[config.mk]
export PLATFORM = sky130hd
export DESIGN_NAME = pq_stim_gen
export DESIGN_NICKNAME = d
export VERILOG_FILES = /design/src/rtl/pq_pkg.sv /design/src/rtl/pq_drain_checker.sv /design/src/rtl/pq_stim_gen.sv
export SDC_FILE = /design/constraint.sdc
export NUM_CORES = 1
export LEC_CHECK = 0
export BUFFER_PORTS_ARGS = -buffer_cell sky130_fd_sc_hd__buf_2
export CORE_MARGIN = 2
export CORE_UTILIZATION = 50
export DETAILED_ROUTE_END_ITERATION = 10
export HOLD_SLACK_MARGIN = 0.15
export PLACE_DENSITY = 0.84
export SLEW_MARGIN = 20
export SYNTH_ARGS = -nofsm -noshare
export SYNTH_HDL_FRONTEND = slang
export SYNTH_SLANG_ARGS = --single-unit
[constraint.sdc]
create_clock -name clk -period 4.5 [get_ports clk]
set_clock_uncertainty 0.05 [all_clocks]
set_input_delay 0.225 -clock clk [delete_from_list [all_inputs] [get_ports clk]]
set_output_delay 0.225 -clock clk [all_outputs]
set_load 0.02 [all_outputs]
[src/rtl/pq_pkg.sv]
// Shared types and defaults for the priority-queue test slice (queue, LFSR, stimulus driver).
package pq_pkg;

  localparam int PQ_KW    = 4;
  localparam int PQ_DEPTH = 8;

  typedef enum logic [1:0] {
    IDLE  = 2'd0,
    RUN   = 2'd1,
    DRAIN = 2'd2,
    DONE  = 2'd3
  } pq_stim_state_t;

endpackage

[src/rtl/pq_drain_checker.sv]
// Drain-order monitor: flags any drained key smaller than the one drained before it.
module pq_drain_checker
  import pq_pkg::*;
#(
  parameter int KW = PQ_KW
) (
  input  logic          clk,
  input  logic          rst,
  input  logic          clr,
  input  logic          chk_fire,
  input  logic [KW-1:0] key,
  output logic          err
);

  logic [KW-1:0] last_key;
  logic          have_last;

  always_ff @(posedge clk or posedge rst) begin
    if (rst) begin
      have_last <= 1'b0;
      err       <= 1'b0;
    end else if (clr) begin
      have_last <= 1'b0;
      err       <= 1'b0;
    end else if (chk_fire) begin
      if (have_last && (key < last_key)) err <= 1'b1;
      have_last <= 1'b1;
    end
  end

  // have_last qualifies last_key, so the key itself needs no reset
  always_ff @(posedge clk) begin
    if (chk_fire) last_key <= key;
  end

endmodule

[src/rtl/pq_stim_gen.sv]
// Random enqueue/dequeue driver for the priority queue, paced by the LFSR enable.
// Define PQ_STIM_CHECK_EN to enable the drain-order checker (err); otherwise err is tied low.
module pq_stim_gen
  import pq_pkg::*;
#(
  parameter int KW    = PQ_KW,
  parameter int DEPTH = PQ_DEPTH,
  parameter int N_OPS = 32
) (
  input  logic          clk,
  input  logic          rst,
  input  logic          start,
  input  logic [KW-1:0] rnd,
  output logic          rnd_enb,
  output logic          enq_valid,
  output logic [KW-1:0] enq_key,
  output logic          deq_valid,
  input  logic          pq_ready,
  input  logic [KW-1:0] deq_key,
  output logic          busy,
  output logic          done,
  output logic          err
);

  localparam int OCC_W = $clog2(DEPTH + 1);
  localparam int OPS_W = $clog2(N_OPS + 1);

  localparam logic [OCC_W-1:0] OCC_FULL = OCC_W'(DEPTH);
  localparam logic [OCC_W-1:0] OCC_ONE  = OCC_W'(1);
  localparam logic [OPS_W-1:0] OPS_LAST = OPS_W'(N_OPS - 1);

  pq_stim_state_t   state, state_nxt;
  logic [OCC_W-1:0] occ;
  logic [OPS_W-1:0] op_cnt;
  logic             start_run;
  logic             run_enq;
  logic             fire;

  assign start_run = start && ((state == IDLE) || (state == DONE));

  // Forced choices at the occupancy limits keep occ inside [0, DEPTH]
  always_comb begin
    run_enq = 1'b0;
    if (occ == '0)            run_enq = 1'b1;
    else if (occ == OCC_FULL) run_enq = 1'b0;
    else                      run_enq = rnd[0];
  end

  assign fire = (enq_valid || deq_valid) && pq_ready;

  always_ff @(posedge clk or posedge rst) begin
    if (rst) state <= IDLE;
    else     state <= state_nxt;
  end

  always_comb begin
    state_nxt = state;
    case (state)
      IDLE:    if (start) state_nxt = RUN;
      RUN:     if (fire && (op_cnt == OPS_LAST)) state_nxt = DRAIN;
      DRAIN:   if ((occ == '0) || (fire && (occ == OCC_ONE))) state_nxt = DONE;
      DONE:    if (start) state_nxt = RUN;
      default: state_nxt = IDLE;
    endcase
  end

  always_comb begin
    enq_valid = 1'b0;
    deq_valid = 1'b0;
    enq_key   = '0;
    rnd_enb   = 1'b0;
    busy      = 1'b0;
    done      = 1'b0;
    case (state)
      RUN: begin
        busy      = 1'b1;
        enq_valid = run_enq;
        deq_valid = !run_enq;
        enq_key   = run_enq ? rnd : '0;
        // a request is always presented in RUN, so fire reduces to pq_ready
        rnd_enb   = pq_ready;
      end
      DRAIN: begin
        busy      = 1'b1;
        deq_valid = (occ != '0);
      end
      DONE:    done = 1'b1;
      default: ;
    endcase
  end

  always_ff @(posedge clk or posedge rst) begin
    if (rst) begin
      occ    <= '0;
      op_cnt <= '0;
    end else if (start_run) begin
      occ    <= '0;
      op_cnt <= '0;
    end else if (fire) begin
      if (enq_valid) occ <= occ + OCC_ONE;
      else           occ <= occ - OCC_ONE;
      if (state == RUN) op_cnt <= op_cnt + OPS_W'(1);
    end
  end

`ifdef PQ_STIM_CHECK_EN
  logic drain_fire;

  assign drain_fire = fire && (state == DRAIN);

  pq_drain_checker #(
    .KW(KW)
  ) u_drain_checker (
    .clk      (clk),
    .rst      (rst),
    .clr      (start_run),
    .chk_fire (drain_fire),
    .key      (deq_key),
    .err      (err)
  );
`else
  logic unused_deq_key;

  assign unused_deq_key = ^deq_key;
  assign err            = 1'b0;
`endif

endmodule

# Yosys cells after proc, flatten, opt, wreduce, memory -nomap -nowiden
# Index checks and enable logic that the tools add are counted.
[totals]
reg_bits = 12
latchBits = 0
mem_bits_rw = 0
mem_bits_ro = 0
in_bits = 12
out_inout_bits = 10
word_cells = 51
mem_count = 0
[op_classes]
add_sub_neg = 3
mul = 0
div = 0
order_cmp = 0
n_eq_ne = 9
n_shift = 0
muxes = 19
bitwise_logic = 0
n_reduce_logical = 17
[op_table]
columns = ["operator", "n"]
rows = [
  ["two-way mux 4 bit", 5],
  ["two-way mux 6 bit", 3],
  ["adder 6 x 1 -> 6 bit (second input constant)", 1],
  ["equality test 6 x 5 -> 1 bit (second input constant)", 1],
  ["two-way mux 1 bit", 6],
  ["two-way mux 2 bit", 3],
  ["one-hot mux 2 bit (3 select lines)", 1],
  ["adder 4 x 1 -> 4 bit (second input constant)", 1],
  ["equality test 2 bit (second input constant)", 2],
  ["equality test 4 x 1 -> 1 bit (second input constant)", 1],
  ["equality test 4 bit (second input constant)", 1],
  ["logical AND 1 bit", 4],
  ["logical NOT 4 bit", 1],
  ["!= test 2 bit (second input constant)", 2],
  ["nonzero test 2 bit", 2],
  ["nonzero test 4 bit", 1],
  ["OR reduction 2 bit", 2],
  ["subtractor 4 x 1 -> 4 bit (second input constant)", 1],
  ["logical OR 1 bit", 3],
  ["AND reduction 3 bit", 1],
  ["equality test 2 x 1 -> 1 bit (second input constant)", 1],
  ["logical NOT 2 bit", 1],
  ["!= test 2 x 1 -> 1 bit (second input constant)", 1],
  ["one-hot mux 1 bit (2 select lines)", 1],
  ["2 further kinds", 2],
]

# Logic depth before layout (Yosys ltp)
[depth]
ltp_word = 11
ltp_mapped = 7

# Worst setup path after synthesis
# Ideal clock, no wire load.
[synth_timing]
path_kind = "flip-flop to flip-flop"
from = "register occ[0]"
to = "register occ[2]"
setup_ns = 0.140
arrival_time_ns = 1.901
slack_ns = 2.410
stages_incl_launch_ff = 8
n_path_buf = 0
synth_period_minus_slack_ns = 2.090
path_cell_list = "dfrtp_1 > inv_1 > ha_1 > nor4b_2 > a311oi_4 > nand2_1 > o311ai_0 > o41ai_1"
[synth_between]
elab_chain_len = 8
word_cells_on_any_way = 16
classes_between = "add/sub: 2; eq/ne: 1; mux: 7; reduce/logical: 6"
[synth_rtl]
columns = ["item", "line_no", "rtl"]
rows = [
  ["from (decl)", "pq_stim_gen.sv:33", "logic [OCC_W-1:0] occ;"],
  ["from (signal assigned)", "pq_stim_gen.sv:100", "if (enq_valid) occ <= occ + OCC_ONE;"],
  ["from (signal assigned)", "pq_stim_gen.sv:101", "else occ <= occ - OCC_ONE;"],
  ["equality test 4 bit", "pq_stim_gen.sv:45", "else if (occ == OCC_FULL) run_enq = 1'b0;"],
  ["two-way mux 1 bit", "pq_stim_gen.sv:45", ""],
  ["two-way mux 1 bit", "pq_stim_gen.sv:44", "if (occ == '0) run_enq = 1'b1;"],
  ["logical NOT 1 bit", "pq_stim_gen.sv:78", "deq_valid = !run_enq;"],
  ["one-hot mux 1 bit (2 select lines)", "pq_stim_gen.sv:74", "case (state)"],
  ["logical OR 1 bit", "pq_stim_gen.sv:49", "assign fire = (enq_valid || deq_valid) && pq_ready;"],
  ["logical AND 1 bit", "pq_stim_gen.sv:49", ""],
  ["nonzero test 2 bit (no source line)", "--", ""],
]
# Several ways; a longest one is shown, not always the timed one. The select of a mux whose other input is x is not followed.
# A chain may end at the register's enable or synchronous reset.

# Worst setup path in the final report
[layout_timing]
from = "register state[1]"
to = "register occ[2]"
[layout_between]
elab_chain_len = 5
word_cells_on_any_way = 14
classes_between = "eq/ne: 3; mux: 5; reduce/logical: 6"
[layout_rtl]
columns = ["item", "line_no", "rtl"]
rows = [
  ["from (decl)", "pq_stim_gen.sv:32", "pq_stim_state_t state, state_nxt;"],
  ["from (signal assigned)", "pq_stim_gen.sv:53", "else state <= state_nxt;"],
  ["equality test 2 x 1 -> 1 bit or equality test 2 bit (tied branches)", "pq_stim_gen.sv:74", ""],
  ["two-way mux 1 bit or one-hot mux 1 bit (2 select lines) (tied branches)", "pq_stim_gen.sv:74", ""],
  ["two-way mux 4 bit or logical OR 1 bit (tied branches)", "pq_stim_gen.sv:100, pq_stim_gen.sv:49", ""],
  ["two-way mux 4 bit or logical AND 1 bit (tied branches)", "pq_stim_gen.sv:99, pq_stim_gen.sv:49", ""],
  ["two-way mux 4 bit or nonzero test 2 bit (tied branches)", "--", ""],
]
# Several ways; a longest one is shown, not always the timed one. The select of a mux whose other input is x is not followed.

==> summary.md <==
| Metric | Value |
|---|---|
| Tmin final | `roughly 2.6 ns` |
| Count of antenna diodes in the layout | `0` |
| Largest family of logic cells by synthesized area | `simple AND/OR/NAND/NOR gates` |
| Critical Path Start Type | `flip-flop` |
| Drt via density | `~5.6` |
| Clock sink total | `12` |
| Total congestion overflow after global routing | `0` |
| Most used cells in the layout excluding fill and tap cells | `buf_2, inv_1, dfrtp_1` |
| Final hold slack | `~0.26 ns` |
| Highest-delay cell along the critical path | `ha_1` |
| Data arrival at the endpoint of the critical path | `between 2 and 3 ns` |
| Number of buffers created by CTS | `3` |
| Die width | `approximately 48 um` |
| Largest incremental delay on the critical path | `roughly 0.44 ns` |
| Maximum fanout count along the critical path | `12` |
| Clock tree from TritonCTS | `done` |
| Cells after synthesis | `approximately 110` |
| Post-CTS Resized | `0` |
| Routed WL | `around 2000 um` |
| Post-CTS setup repair buffer count | `0` |
| CP Capture Type | `flip-flop` |
| Fraction of the mapped netlist area in simple logic gates | `0.267` |
| Final estimated routing congestion in global placement | `between 0.7 and 0.8` |
| Overall Global Routing Usage | `0.220` |
| Total power density per cell area | `between 600 and 700 nW/um^2` |
| Final period utilization | `0.567` |
| Compound-gate portion of the synthesized area | `0.187` |
| Detailed-routing iteration count for the pre-antenna-repair pass | `4` |
| H-tree depth reported by CTS | `1` |
| Cells taking the most area after synthesis | `dfrtp_1, ha_1, inv_1` |
| Clock Tree Buf Depth | `2` |
| Largest voltage drop on the vdd net | `between 0.3 and 0.4 mV` |
| Post-place instance area | `around 1000 sq um` |
| Count of antenna-violating nets left after detailed routing | `0` |
| Total number of vias | `about 840` |
| Initial core utilization | `0.539` |
| Number of antenna violations at the first check in global routing | `0` |
| Final layout net count | `between 100 and 150` |
| Wire length of the first global-routing pass | `roughly 3400 um` |
| Final Hold Vio Count | `0` |
| Final non-filler cell area | `1090 sq um` |
| Static leakage power | `between 0.5 and 0.6 nW` |
| Number of buffers added on ports | `16` |
| Sequence of cells on the critical path | `inv_1, ha_1, inv_1, a2bb2oi_2, nand2_1, o311ai_0, o41ai_1` |
| Final slew viol count | `0` |
| Total chip power | `around 700 uW` |
| Fmax achieved | `392 MHz` |
| Register-to-register setup slack | `about 2 ns` |
| Drt drc | `0` |
| Proportion of layout cells with a drive suffix above 1 | `0.200` |
| Core area | `about 1800 sq um` |
| Most used flip-flop cell after synthesis | `dfrtp_1` |
| Worst hold path class | `input pin to flip-flop` |
| Die boundary height | `47.6 um` |
| Vias in the first global route | `827` |
| Number of top-level pins | `22` |
| Kind of cell with the highest combined delay on the critical path | `compound AO/OA/AOI/OAI gates` |
| Pin count of the biggest net entering global routing | `13` |
| Clock slew at the register clock pins of the worst setup and hold paths | `roughly 0.080 ns` |
| Post-synthesis average cell area | `between 8 and 9 sq um` |
| Post-route core utilization | `0.618` |
| Setup repair after global routing missed its margin | `no` |
| Standard-cell rows | `15` |
| Die area | `around 2300 sq um` |
| Number of enable-type register cells in the synthesized netlist | `0` |
| Filler Cell Count | `~170` |
| Routed length per instance | `between 10 and 15 um` |
| Worst EP required | `about 4.6 ns` |
| Detailed Place HPWL | `about 1600 um` |
| Sum of negative setup slack | `0 ns` |
| Area added between synthesis and finish | `14.7%` |
| Type of the setup path with the least slack | `flip-flop to flip-flop` |
| Cell taking the most area after synthesis | `dfrtp_1` |
| Most common library cell in the layout ignoring fill and taps | `buf_2` |
| Yosys warns | `0` |
| Area share of xor/xnor cells in the synthesized design | `0.0368` |
| Yosys reg bits | `12` |
| Buffers and inverters on the worst path | `2` |
| Clock Latency Late Sink | `roughly 0.28 ns` |
| Async set-or-reset flop fraction in the synthesized netlist | `1.00` |
| Post-synthesis mux area share | `0.0316` |
| Synth top area share | `0.316` |
| Result of the run | `completed` |
| Cell type with the highest occurrence count on the critical path | `inv_1` |
| Starting DRC count in detailed routing | `8` |
| Area of the mapped netlist | `951 sq um` |
| Distinct cell type count after synthesis | `35` |
| Arithmetic-cell share of the synthesized area counting full adders, half adders and majority gates | `0.0921` |
| Max-capacitance violation count | `0` |
| Clk Tree Root Cell | `clkbuf_4` |
| Sequential share of the synthesized area | `0.316` |
| Nets in the synthesized netlist | `between 100 and 150` |
| Endpoints failing setup | `0` |
## final timing paths
check / from / end / depth (start not counted)
setup / recovery: state[1] / occ[2] / 7
min in group asynchronous: rst / op_cnt[0] / 3
max in group asynchronous: rst / state[1] / 3
hold / removal: start / state[0] / 3
hold reg to reg: op_cnt[5] / op_cnt[5] / 2
setup reg to reg: state[1] / occ[2] / 7
## power by group
part	switching, mW	leakage [nW]	internal, mW
sequential	0.0365	0.157	0.132
combinational	0.276	0.358	0.165
clock	0.0382	0.0210	0.0493
total	0.351	0.536	0.347
## synthesized netlist by cell type (4+ instances only)
cell / number
nor3b_1: 4
inv_1: 12
a21oi_1: 4
nand4_1: 4
nand2_1: 6
ha_1: 7
nor2_1: 11
dfrtp_1: 12
## through the flow
step / std cells / setup slack, ns
finish: 150 / 1.95
global route: 150 / 1.72
CTS: 150 / 1.96
detailed placement: 145 / 1.97
global placement: 145 / 2.14
floorplan: 107 / 2.41
## flip-flops by register name, summed over array words and instances, names as in the netlist
name,cells
occ,4
state,2
op_cnt,6
## what timing repair did
item,in CTS,in global routing
hold endpoints to repair,12,0
hold buffers,1,0
endpoints found under the setup margin,0,0
## layer usage
metal	vias to the layer above	routed length (um)	GRT usage
met2	21	961	0.376
met5	-	0	0
li1	420	-	-
met1	394	945	0.255
met3	7	78	0.0340
met4	0	58	0.141
## worst reg2reg max path, cell delays in order, from the launching register on
cell and delay, ns:
dfrtp_1 0.42, inv_1 0.10, ha_1 0.44, inv_1 0.26, a2bb2oi_2 0.40, nand2_1 0.20, o311ai_0 0.41, o41ai_1 0.14
## area by class of cell
| cell class | instances | area, sq um | area share |
|---|---|---|---|
| tap | 25 | 31.3 | 0.0287 |
| multi-input combinational | 80 | 588 | 0.539 |
| clock buffer | 4 | 36.3 | 0.0333 |
| sequential | 12 | 300 | 0.275 |
| timing repair buffer | 17 | 90.1 | 0.0826 |
| inverter | 12 | 45.0 | 0.0413 |
## cell families after synthesis
family	count (synthesis)
AO/OA/AOI/OAI	22
flip-flops	12
buffers and inverters	15
multiplexers	3
other	1
XOR/XNOR	4
adder cells (fa/ha/maj)	7
AND/OR/NAND/NOR	43
(Power assumes the default switching activity.)
